<file path="src/rtl/inst_prefetch_queue_pkg.sv">
// Shared types and constants for the instruction prefetch queue.
// Holds the buffered fetch entry, the fetch FSM states and the boot address.
package inst_prefetch_queue_pkg;

  localparam int unsigned ADDR_W = 32;
  localparam int unsigned DATA_W = 32;

  localparam logic [ADDR_W-1:0] BASERAM_BASE = 32'h8000_0000;

  typedef struct packed {
    logic [ADDR_W-1:0] pc;
    logic [DATA_W-1:0] inst;
  } fetch_entry_t;

  typedef enum logic [1:0] {
    IDLE    = 2'd0,
    REQ     = 2'd1,
    DISCARD = 2'd2
  } pfq_state_t;

endpackage

</file>
<file path="src/rtl/inst_prefetch_queue_if.sv">
// Instruction-side Wishbone classic read port between the prefetch queue and the arbiter.
interface inst_prefetch_queue_if
  import inst_prefetch_queue_pkg::*;
#(
  parameter int unsigned ADDR_WIDTH = ADDR_W,
  parameter int unsigned DATA_WIDTH = DATA_W
);
  logic                  wbm_cyc_o;
  logic                  wbm_stb_o;
  logic                  wbm_we_o;
  logic [3:0]            wbm_sel_o;
  logic [ADDR_WIDTH-1:0] wbm_adr_o;
  logic [DATA_WIDTH-1:0] wbm_dat_i;
  logic                  wbm_ack_i;

  modport master (
    output wbm_cyc_o, wbm_stb_o, wbm_we_o, wbm_sel_o, wbm_adr_o,
    input  wbm_dat_i, wbm_ack_i
  );

  modport slave (
    input  wbm_cyc_o, wbm_stb_o, wbm_we_o, wbm_sel_o, wbm_adr_o,
    output wbm_dat_i, wbm_ack_i
  );
endinterface

</file>
<file path="src/rtl/inst_prefetch_queue_fetch_fifo.sv">
// Shift-style FIFO of fetch entries; slot 0 is always the head, so the head is a plain register.
// Supports push, pop and a single-cycle flush that dominates both.
module inst_prefetch_queue_fetch_fifo
  import inst_prefetch_queue_pkg::*;
#(
  parameter int unsigned DEPTH = 4
) (
  input  logic                           clk_i,
  input  logic                           rst_ni,
  input  logic                           flush_i,
  input  logic                           push_i,
  input  fetch_entry_t                   push_data_i,
  input  logic                           pop_i,
  output fetch_entry_t                   head_o,
  output logic [$clog2(DEPTH+1)-1:0]     count_o,
  output logic                           full_o,
  output logic                           empty_o
);
  localparam int unsigned CNT_W = $clog2(DEPTH + 1);
  localparam int unsigned IDX_W = $clog2(DEPTH);

  fetch_entry_t     mem_q [DEPTH];
  fetch_entry_t     mem_d [DEPTH];
  logic [CNT_W-1:0] count_q, count_d;
  logic             valid_q, valid_d;
  logic             do_pop, do_push;
  logic [CNT_W-1:0] wr_slot;

  assign full_o  = (count_q == CNT_W'(DEPTH));
  assign do_pop  = pop_i && valid_q;
  assign do_push = push_i && (!full_o || do_pop);
  // The write slot accounts for the shift caused by a same-cycle pop.
  assign wr_slot = count_q - CNT_W'(do_pop);

  always_comb begin
    mem_d   = mem_q;
    count_d = count_q;
    if (flush_i) begin
      count_d = '0;
    end else begin
      if (do_pop) begin
        for (int unsigned i = 0; i + 1 < DEPTH; i++) begin
          mem_d[IDX_W'(i)] = mem_q[IDX_W'(i + 1)];
        end
      end
      if (do_push) begin
        mem_d[wr_slot[IDX_W-1:0]] = push_data_i;
      end
      count_d = count_q + CNT_W'(do_push) - CNT_W'(do_pop);
    end
    valid_d = (count_d != '0);
  end

  always_ff @(posedge clk_i or negedge rst_ni) begin
    if (!rst_ni) begin
      mem_q   <= '{default: '0};
      count_q <= '0;
      valid_q <= 1'b0;
    end else begin
      mem_q   <= mem_d;
      count_q <= count_d;
      valid_q <= valid_d;
    end
  end

  assign head_o  = mem_q[0];
  assign count_o = count_q;
  assign empty_o = !valid_q;

endmodule

</file>
<file path="src/rtl/inst_prefetch_queue.sv">
// Instruction prefetch queue: runs sequential Wishbone word fetches ahead of IF and buffers
// {pc, inst} pairs; a redirect flushes the buffer and restarts fetch at the new PC.
module inst_prefetch_queue
  import inst_prefetch_queue_pkg::*;
#(
  parameter int unsigned           DEPTH      = 4,
  parameter int unsigned           ADDR_WIDTH = ADDR_W,
  parameter int unsigned           DATA_WIDTH = DATA_W,
  parameter logic [ADDR_WIDTH-1:0] RESET_PC   = BASERAM_BASE
) (
  input  logic                  clk_i,
  input  logic                  rst_ni,
  input  logic                  redirect_i,
  input  logic [ADDR_WIDTH-1:0] redirect_pc_i,
  output logic                  out_valid_o,
  output logic [ADDR_WIDTH-1:0] out_pc_o,
  output logic [DATA_WIDTH-1:0] out_inst_o,
  input  logic                  out_ready_i,
  inst_prefetch_queue_if.master wbm
);
  localparam int unsigned CNT_W = $clog2(DEPTH + 1);

  pfq_state_t            state_q, state_d;
  logic [ADDR_WIDTH-1:0] fetch_pc_q, fetch_pc_d;
  logic [ADDR_WIDTH-1:0] adr_q, adr_d;
  logic                  cyc_q, cyc_d;
  logic                  push, pop;
  logic [CNT_W-1:0]      occ_after;
  logic [CNT_W-1:0]      fifo_count;
  logic                  fifo_full, fifo_empty;
  fetch_entry_t          push_entry, head;

  assign push_entry.pc   = fetch_pc_q;
  assign push_entry.inst = wbm.wbm_dat_i;

  inst_prefetch_queue_fetch_fifo #(.DEPTH(DEPTH)) u_fifo (
    .clk_i       (clk_i),
    .rst_ni      (rst_ni),
    .flush_i     (redirect_i),
    .push_i      (push),
    .push_data_i (push_entry),
    .pop_i       (pop),
    .head_o      (head),
    .count_o     (fifo_count),
    .full_o      (fifo_full),
    .empty_o     (fifo_empty)
  );

  always_ff @(posedge clk_i or negedge rst_ni) begin
    if (!rst_ni) begin
      state_q    <= IDLE;
      fetch_pc_q <= RESET_PC;
      adr_q      <= RESET_PC;
      cyc_q      <= 1'b0;
    end else begin
      state_q    <= state_d;
      fetch_pc_q <= fetch_pc_d;
      adr_q      <= adr_d;
      cyc_q      <= cyc_d;
    end
  end

  // Fetch sequencing; a redirect overrides fetch_pc in every state.
  always_comb begin
    state_d    = state_q;
    fetch_pc_d = fetch_pc_q;
    push       = 1'b0;
    pop        = out_ready_i && out_valid_o && !redirect_i;
    occ_after  = fifo_count + CNT_W'(1) - CNT_W'(pop);
    unique case (state_q)
      IDLE: begin
        if (!redirect_i && !fifo_full) state_d = REQ;
      end
      REQ: begin
        if (wbm.wbm_ack_i) begin
          if (redirect_i) begin
            state_d = IDLE;
          end else begin
            push       = 1'b1;
            fetch_pc_d = fetch_pc_q + ADDR_WIDTH'(4);
            state_d    = (occ_after < CNT_W'(DEPTH)) ? REQ : IDLE;
          end
        end else if (redirect_i) begin
          state_d = DISCARD;
        end
      end
      DISCARD: begin
        if (wbm.wbm_ack_i) state_d = (redirect_i || fifo_full) ? IDLE : REQ;
      end
      default: state_d = IDLE;
    endcase
    if (redirect_i) fetch_pc_d = {redirect_pc_i[ADDR_WIDTH-1:2], 2'b00};
  end

  // A discarded cycle keeps its original address until the slave acks it.
  always_comb begin
    cyc_d = (state_d != IDLE);
    adr_d = (state_d == REQ) ? fetch_pc_d : adr_q;
  end

  assign wbm.wbm_cyc_o = cyc_q;
  assign wbm.wbm_stb_o = cyc_q;
  assign wbm.wbm_we_o  = 1'b0;
  assign wbm.wbm_sel_o = 4'b1111;
  assign wbm.wbm_adr_o = adr_q;

  assign out_valid_o = !fifo_empty;
  assign out_pc_o    = head.pc;
  assign out_inst_o  = head.inst;

endmodule
</file>
<file path="src/flat_wrapper.sv">
// flat-port wrapper written by rule: the top's interface ports become plain ports
module inst_prefetch_queue_flat import inst_prefetch_queue_pkg::*;
#(
  parameter int unsigned           DEPTH      = 4,
  parameter int unsigned           ADDR_WIDTH = ADDR_W,
  parameter int unsigned           DATA_WIDTH = DATA_W,
  parameter logic [ADDR_WIDTH-1:0] RESET_PC   = BASERAM_BASE
)
  (clk_i, rst_ni, redirect_i, redirect_pc_i, out_valid_o, out_pc_o, out_inst_o, out_ready_i, wbm_wbm_cyc_o, wbm_wbm_stb_o, wbm_wbm_we_o, wbm_wbm_sel_o, wbm_wbm_adr_o, wbm_wbm_dat_i, wbm_wbm_ack_i);
  inst_prefetch_queue_if #(.ADDR_WIDTH(ADDR_WIDTH), .DATA_WIDTH(DATA_WIDTH)) wbm_i ();
  input  logic clk_i;
  input  logic rst_ni;
  input  logic redirect_i;
  input  logic [ADDR_WIDTH-1:0] redirect_pc_i;
  output logic out_valid_o;
  output logic [ADDR_WIDTH-1:0] out_pc_o;
  output logic [DATA_WIDTH-1:0] out_inst_o;
  input  logic out_ready_i;
  output wire logic [$bits(wbm_i.wbm_cyc_o)-1:0] wbm_wbm_cyc_o;
  output wire logic [$bits(wbm_i.wbm_stb_o)-1:0] wbm_wbm_stb_o;
  output wire logic [$bits(wbm_i.wbm_we_o)-1:0] wbm_wbm_we_o;
  output wire logic [$bits(wbm_i.wbm_sel_o)-1:0] wbm_wbm_sel_o;
  output wire logic [$bits(wbm_i.wbm_adr_o)-1:0] wbm_wbm_adr_o;
  input wire logic [$bits(wbm_i.wbm_dat_i)-1:0] wbm_wbm_dat_i;
  input wire logic [$bits(wbm_i.wbm_ack_i)-1:0] wbm_wbm_ack_i;
  assign wbm_wbm_cyc_o = wbm_i.wbm_cyc_o;
  assign wbm_wbm_stb_o = wbm_i.wbm_stb_o;
  assign wbm_wbm_we_o = wbm_i.wbm_we_o;
  assign wbm_wbm_sel_o = wbm_i.wbm_sel_o;
  assign wbm_wbm_adr_o = wbm_i.wbm_adr_o;
  assign wbm_i.wbm_dat_i = wbm_wbm_dat_i;
  assign wbm_i.wbm_ack_i = wbm_wbm_ack_i;
  inst_prefetch_queue #(.DEPTH(DEPTH), .ADDR_WIDTH(ADDR_WIDTH), .DATA_WIDTH(DATA_WIDTH), .RESET_PC(RESET_PC)) u_core (.clk_i(clk_i), .rst_ni(rst_ni), .redirect_i(redirect_i), .redirect_pc_i(redirect_pc_i), .out_valid_o(out_valid_o), .out_pc_o(out_pc_o), .out_inst_o(out_inst_o), .out_ready_i(out_ready_i), .wbm(wbm_i));
endmodule
</file>
<file path="config.mk">
export PLATFORM = sky130hd
export DESIGN_NAME = inst_prefetch_queue_flat
export DESIGN_NICKNAME = d
export VERILOG_FILES = /design/src/rtl/inst_prefetch_queue_pkg.sv /design/src/rtl/inst_prefetch_queue_if.sv /design/src/rtl/inst_prefetch_queue_fetch_fifo.sv /design/src/rtl/inst_prefetch_queue.sv /design/src/flat_wrapper.sv
export SDC_FILE = /design/constraint.sdc
export NUM_CORES = 1
export LEC_CHECK = 0
export ABC_CLOCK_PERIOD_IN_PS = 2900
export BUFFER_PORTS_ARGS = -buffer_cell sky130_fd_sc_hd__buf_2
export CAP_MARGIN = 5
export CORE_AREA = 2 2 198 152
export CTS_CLUSTER_SIZE = 30
export DETAILED_ROUTE_END_ITERATION = 6
export DIE_AREA = 0 0 200 154
export GPL_ROUTABILITY_DRIVEN = 0
export PLACE_DENSITY = 0.82
export SYNTH_ARGS = -nofsm -noshare
export SYNTH_HDL_FRONTEND = slang
export SYNTH_SLANG_ARGS = --single-unit
</file>
<file path="constraint.sdc">
create_clock -name clk_i -period 2.9 [get_ports clk_i]
set_input_delay 0.145 -clock clk_i [delete_from_list [all_inputs] [get_ports clk_i]]
set_output_delay 0.145 -clock clk_i [all_outputs]
set_load 0.02 [all_outputs]
</file>
==> impl_metrics.py, run 1 <==
metrics = {
    "status": {
        "status": "finished clean",
    },
    "layout": {
        "drive_gt1_frac": 0.228,
        "n_fill_cell": 2182,
        "layout.nets": 1682,
        "stdcell_count": 2023,
        "syn_to_final_growth_pct": 16.5,
        "n_antenna_cell": 0,
    },
    "synth": {
        "ys_ff_latch": 327,
        "yosysWarnings": 0,
        "syn-cell-area_um2": 15100,
        "synth_edf_count": 0,
        "yosysMostFrequentCell": "nand2_1",
        "ys_async_sr_fraction": 1.00,
        "yosysSeqAreaShare": 0.543,
        "synth_common_cells": "nand2_1, dfrtp_1, nor2_1",
        "synth_area_leaders": "dfrtp_1, nand2_1, mux2_2, a31oi_1, mux2i_1",
        "synth_top_flop_cell": "dfrtp_1",
        "yosysTopAreaCell": "dfrtp_1",
        "yosys.cell_types.count": 50,
        "synth_top_area_frac": 0.540,
        "syn_avg_cell_area_um2": 10.1,
        "syn_inst": 1490,
    },
    "sta": {
        "fmax_ghz": 0.372,
        "fin_skew_ns": 0.0190,
        "hold_viol_final": 0,
        "slew_violations": 0,
        "finalSetupViolCount": 0,
        "final.setup.tns_ns": 0,
        "min_period_over_period": 0.927,
        "fin_crit_ns": 2.69,
        "tightest_slew_ns": 0.836,
        "rsz0062_at_grt": "false",
        "setup_slack_ns": 0.213,
        "max_slew_margin": 0.443,
    },
    "critical_path": {
        "critPathLaunchType": "flop",
        "reg2reg_slack_ns": 0.21,
        "critPathRequiredTime_ns": 3.28,
        "worstSetupPathType": "reg2reg",
        "cp_max_fo": 6,
        "crit_path_end_kind": "flop",
        "cp.arrival_ns": 3.07,
    },
    "floorplanning": {
        "num_rows": 54,
        "die_w_um": 200,
        "top_level_ports": 173,
        "start_util": 0.525,
        "fp.dieH_um": 154,
        "fp.coreArea_um2": 28700,
        "dieArea_um2": 30800,
    },
    "clock_tree": {
        "clock_latency_ns": 0.51,
        "cts_sinks": 327,
        "cts-root-buf": "clkbuf_16",
        "clockBufferDepth": 3,
        "cts_buffers": 34,
        "cts_tree": "done",
        "h-tree-depth": 2,
        "clkSlewWorstSetupHoldPaths_ns": 0.06,
    },
    "place": {
        "dp_hpwl_mm": 20.7,
        "dp.cells": 1900,
        "place_ws_ns": 0.140,
        "numPortBuffers": 165,
    },
    "routing": {
        "routed_wl_mm": 34.8,
        "wl_per_cell_um": 17.2,
        "drt_iter0_drc": 809,
        "via_per_inst": 5.49,
        "drc": 0,
        "postRouteAntennaNets": 0,
        "firstDrtPassIters": 6,
        "vias": 11112,
    },
    "global_routing": {
        "grt_pass1_vias": 11163,
        "track_usage": 0.230,
        "grt_pass1_wl_mm": 56.8,
        "antenna_found_initial": 0,
        "grt_overflow": 0,
        "grt_max_degree": 92,
    },
    "power_and_ir_drop": {
        "leakage_nw": 8.07,
        "power_density_nw_per_um2": 924,
        "power.total_mw": 16.2,
        "max-vdd-ir-drop_mv": 0.471,
    },
    "worst_hold_path": {
        "holdCritPathClass": "in2reg",
    },
    "flow_run": {
        "drv_cap": 0,
    },
}
[per-layer routing]
| layer | share of wire | GRT usage | up-vias |
|---|---|---|---|
| met1 | 0.45 | 0.311 | 5506 |
| met5 | 0 | 0 | - |
| met2 | 0.47 | 0.373 | 347 |
| li1 | - | - | 5195 |
| met4 | 0.028 | 0.0801 | 0 |
| met3 | 0.054 | 0.0417 | 64 |
[cell type report]
cell class | instances | area (µm²) | share of cell area
Sequential cell | 327 | 8190 | 0.466
Multi-Input combinational cell | 968 | 5820 | 0.332
Timing Repair Buffer | 256 | 1790 | 0.102
Clock buffer | 48 | 1020 | 0.0580
Tap cell | 392 | 490 | 0.0279
Clock inverter | 11 | 159 | 0.00905
Inverter | 21 | 83.8 | 0.00478
[where the power goes]
part	total (mW)	switching (mW)	internal [mW]
combinational	4.42	2.62	1.80
sequential	7.20	0.992	6.21
clock	4.59	1.79	2.80
total	16.2	5.40	10.8
[critical path, cell delays in order, from the launching register on]
cell,delay (ns)
dfrtp_1,0.42
nand3b_1,0.24
a211oi_4,0.34
inv_2,0.12
ha_1,0.28
inv_1,0.06
ha_1,0.13
inv_1,0.04
fa_1,0.47
nor2_1,0.06
or3_1,0.39
[per-stage QoR]
| step | hold slack [ns] | area [µm²] | util |
|---|---|---|---|
| after global routing | 0.229 | 17500 | 0.611 |
| final | 0.197 | 17500 | 0.611 |
| after CTS | 0.183 | 17500 | 0.611 |
| after floorplan | -0.151 | 15100 | - |
| after global placement | 0.215 | 15700 | 0.548 |
| after detailed placement | 0.225 | 15700 | 0.548 |
[worst paths after layout]
kind,from,to,depth (start not counted)
worst max-delay path,u_core.state_q[1]$_DFF_PN0_,u_core.u_fifo.valid_q$_DFF_PN0_,10
worst min-delay path,redirect_i,u_core.u_fifo.mem_q[94]$_DFFE_PN0N_,4
worst max register to register,u_core.state_q[1]$_DFF_PN0_,u_core.u_fifo.valid_q$_DFF_PN0_,10
worst min register to register,flop,flop,1
max in group asynchronous,rst_ni,u_core.wbm.wbm_adr_o[31]$_DFFE_PN1N_,3
min in group asynchronous,rst_ni,u_core.u_fifo.head_o[30]$_DFFE_PN0N_,2
[kinds of logic (layout without fill, tap and decap cells)]
| group | after synthesis | count (layout) | share of synthesized area |
|---|---|---|---|
| simple gates | 538 | 538 | 0.150 |
| mux | 177 | 177 | 0.127 |
| fa+ha+maj | 5 | 5 | 0.00465 |
| other cells | 2 | 5 | 0.000498 |
| xor+xnor | 29 | 29 | 0.0169 |
| compound gates | 214 | 214 | 0.0837 |
| flops | 327 | 327 | 0.543 |
| buf+inv | 198 | 336 | 0.0746 |
[layout by cell type (no fill, tap or decap), drive strengths merged, types with 2 or more instances in the layout]
| cell type | netlist | routed |
|---|---|---|
| nand3b | 2 | 2 |
| a31oi | 129 | 129 |
| mux2i | 67 | 67 |
| nor2b | 3 | 3 |
| conb | 2 | 5 |
| and4 | 3 | 3 |
| dlygate4sd3 | 0 | 64 |
| ha | 4 | 4 |
| clkinv | 0 | 6 |
| a21boi | 4 | 4 |
| dfstp | 2 | 2 |
| or2 | 2 | 2 |
| buf | 125 | 192 |
| nor4 | 10 | 10 |
| bufinv | 0 | 4 |
| and3 | 2 | 2 |
| nor3 | 12 | 12 |
| nor2 | 132 | 132 |
| or3b | 4 | 4 |
| inv | 21 | 22 |
| clkbuf | 52 | 48 |
| a21oi | 2 | 2 |
| nand3 | 10 | 10 |
| nand2 | 342 | 342 |
| mux2 | 110 | 110 |
| xnor2 | 12 | 12 |
| xor2 | 17 | 17 |
| o21ai | 77 | 77 |
| and2 | 2 | 2 |
| dfrtp | 325 | 325 |
| nand4 | 9 | 9 |
[what timing repair did]
action	CTS	global route
endpoints found under the hold margin	250	0
hold buffers	64	0
setup buffers	0	0
resized for setup	0	1
endpoints found under the setup margin	0	1
(Power assumes the default switching activity.)
==> run 2, diff against run 1 <==
ABC_CLOCK_PERIOD_IN_PS = 2600   (was 2900)
CORE_AREA = 2 2 188 144   (was 2 2 198 152)
DIE_AREA = 0 0 190 146   (was 0 0 200 154)
GPL_TIMING_DRIVEN = 0   (was not set)
PLACE_DENSITY = 0.87   (was 0.82)
clock period = 2.6 ns   (was 2.9 ns; I/O delays follow)
==> run 2 against run 1 <==
Worst setup slack worse by 0.16 ns. Highest routed layer unchanged. Final cell count up 5.5%. Largest power group unchanged. Sequential share of layout area down 2.2 points. Largest cell class unchanged. Maximum frequency grew 5.7%. Utilization grew 10 points. Sequential power grew 13%. Clock power up 8.1%. Non-clock buffer count up 160. Global-route usage up 4.9 points. Flip-flop and latch count did not move.
==> impl_metrics.py, run 2 (synthesis gave the netlist of run 1 again) <==
metrics = {
    "status": {
        "status": "finished clean",
    },
    "place": {
        "numPortBuffers": 164,
        "dp_hpwl_mm": 25.6,
        "place_ws_ns": -0.513,
    },
    "clock_tree": {
        "h-tree-depth": 2,
        "cts_sinks": 327,
        "clock_latency_ns": 0.50,
        "clkSlewWorstSetupHoldPaths_ns": 0.06,
        "cts_buffers": 34,
        "clockBufferDepth": 3,
        "cts_tree": "done",
        "cts-root-buf": "clkbuf_16",
    },
    "floorplanning": {
        "num_rows": 51,
        "dieArea_um2": 27700,
        "top_level_ports": 173,
        "start_util": 0.586,
        "die_w_um": 190,
        "fp.coreArea_um2": 25700,
        "fp.dieH_um": 146,
    },
    "layout": {
        "drive_gt1_frac": 0.275,
        "mostFrequentLayoutCell": "nand2_1",
        "layout.nets": 1842,
        "final_cell_mix": "nand2_1, dfrtp_1, buf_2",
        "multi_input_area_um2": 5840,
        "syn_to_final_growth_pct": 22.1,
        "fin_util": 0.716,
        "register_area_um2": 8190,
        "n_antenna_cell": 0,
        "n_fill_cell": 1726,
    },
    "power_and_ir_drop": {
        "power_density_nw_per_um2": 1030,
        "leakage_nw": 8.65,
        "max-vdd-ir-drop_mv": 0.671,
    },
    "critical_path": {
        "r2r_start": "u_core.u_fifo.count_o[2]$_DFF_PN0_",
        "critPathLaunchType": "flop",
        "cp.arrival_ns": 2.92,
        "critPathRequiredTime_ns": 2.98,
        "ff2ff_path_depth": 5,
        "r2r-end": "u_core.wbm.wbm_adr_o[25]$_DFFE_PN0N_",
        "cp_max_fo": 10,
        "worstSetupPathType": "reg2reg",
        "reg2reg_slack_ns": 0.06,
        "crit_path_end_kind": "flop",
    },
    "sta": {
        "rsz0062_at_grt": "true",
        "slew_violations": 0,
        "hold_viol_final": 0,
        "fin_crit_ns": 2.54,
        "max_slew_margin": 0.439,
        "finalSetupViolCount": 0,
        "setup_slack_ns": 0.0577,
        "min_period_over_period": 0.978,
        "fmax_ghz": 0.393,
        "tightest_slew_ns": 0.841,
        "fin_skew_ns": 0.0122,
        "whs_ns": 0.294,
    },
    "routing": {
        "postRouteAntennaNets": 0,
        "vias": 12082,
        "drc": 0,
        "firstDrtPassIters": 5,
        "routed_wl_mm": 38.8,
        "via_per_inst": 5.66,
        "drt_iter0_drc": 917,
        "wl_per_cell_um": 18.2,
    },
    "global_routing": {
        "grt_pass1_vias": 12094,
        "grt_overflow": 0,
        "track_usage": 0.279,
        "antenna_found_initial": 0,
        "grt_max_degree": 122,
        "grt_pass1_wl_mm": 62.0,
    },
    "worst_hold_path": {
        "holdCritPathClass": "in2async",
    },
    "flow_run": {
        "drv_cap": 0,
    },
}
[run 2: cell types whose count changed in the layout (fill, tap and decap cells not counted), moves of 6 or more]
cell      before  now
buf_1          0   10
buf_12         9    1
mux2_4         0    6
clkbuf_1       6   39
clkbuf_2       0   21
buf_6          0    8
buf_4         18   87
buf_2        164  189
mux2_2       107  101
[run 2: per-layer routing]
layer | global-route usage | vias up | share of wire
li1 | - | 5520 | -
met1 | 0.380 | 5899 | 0.42
met2 | 0.459 | 584 | 0.47
met3 | 0.0473 | 79 | 0.084
met4 | 0.0880 | 0 | 0.025
met5 | 0 | - | 0
[run 2: worst max-delay path by stage]
stage / cells after the start / slack, ns / startpoint / end
2_1_floorplan: 13 / -0.006 / u_core.u_fifo.valid_q$_DFF_PN0_ / u_core.u_fifo.valid_q$_DFF_PN0_
3_3_place_gp: 1 / -4.98 / rst_ni / u_core.u_fifo.valid_q$_DFF_PN0_
3_5_place_dp: 14 / -0.51 / u_core.u_fifo.valid_q$_DFF_PN0_ / u_core.u_fifo.head_o[27]$_DFFE_PN0N_
4_1_cts: 13 / 0.0003 / u_core.u_fifo.valid_q$_DFF_PN0_ / u_core.u_fifo.valid_q$_DFF_PN0_
5_1_grt: 11 / -0.03 / u_core.state_q[1]$_DFF_PN0_ / u_core.u_fifo.valid_q$_DFF_PN0_
6_report: 5 / 0.06 / u_core.u_fifo.count_o[2]$_DFF_PN0_ / u_core.wbm.wbm_adr_o[25]$_DFFE_PN0N_
[run 2: layout make-up]
class | count | area share
Inverter | 21 | 0.00442
Clock buffer | 50 | 0.0534
Multi-Input combinational cell | 968 | 0.317
Tap cell | 344 | 0.0234
Buffer | 175 | 0.0594
Sequential cell | 327 | 0.445
Timing Repair Buffer | 241 | 0.0889
Clock inverter | 9 | 0.00809
[run 2: critical path, stage by stage (launching register included)]
cell	delay, ns
dfrtp_1	0.42
nor3b_4	0.20
a221o_1	0.36
a31oi_2	0.61
buf_2	0.43
mux2_2	0.39
[run 2: repair_timing]
| item | CTS | global route |
|---|---|---|
| endpoints found under the hold margin | 275 | 0 |
| hold buffers | 65 | 0 |
| setup endpoints to repair | 257 | 172 |
| gates resized for setup | 25 | 18 |
| pin swaps | 3 | 1 |
| gates cloned | 1 | 0 |
| setup buffers | 8 | 1 |
[run 2: through the flow]
stage	cells	power, mW	setup TNS (ns)	area (µm²)
floorplan	1493	11.8	-0.252	15100
global placement	2001	13.4	-1499.11	16400
detailed placement	2003	13.7	-82.47	16500
CTS	2135	18.8	0	18400
global route	2135	19.8	-0.0262	18400
finish	2135	18.9	0	18400
[run 2: power breakdown]
group	leakage (nW)	switching [mW]	total [mW]	internal (mW)
Combinational	3.87	3.13	5.80	2.67
Clock	0.556	1.94	4.96	3.02
Sequential	4.22	1.19	8.12	6.93
Total	8.65	6.26	18.9	12.6
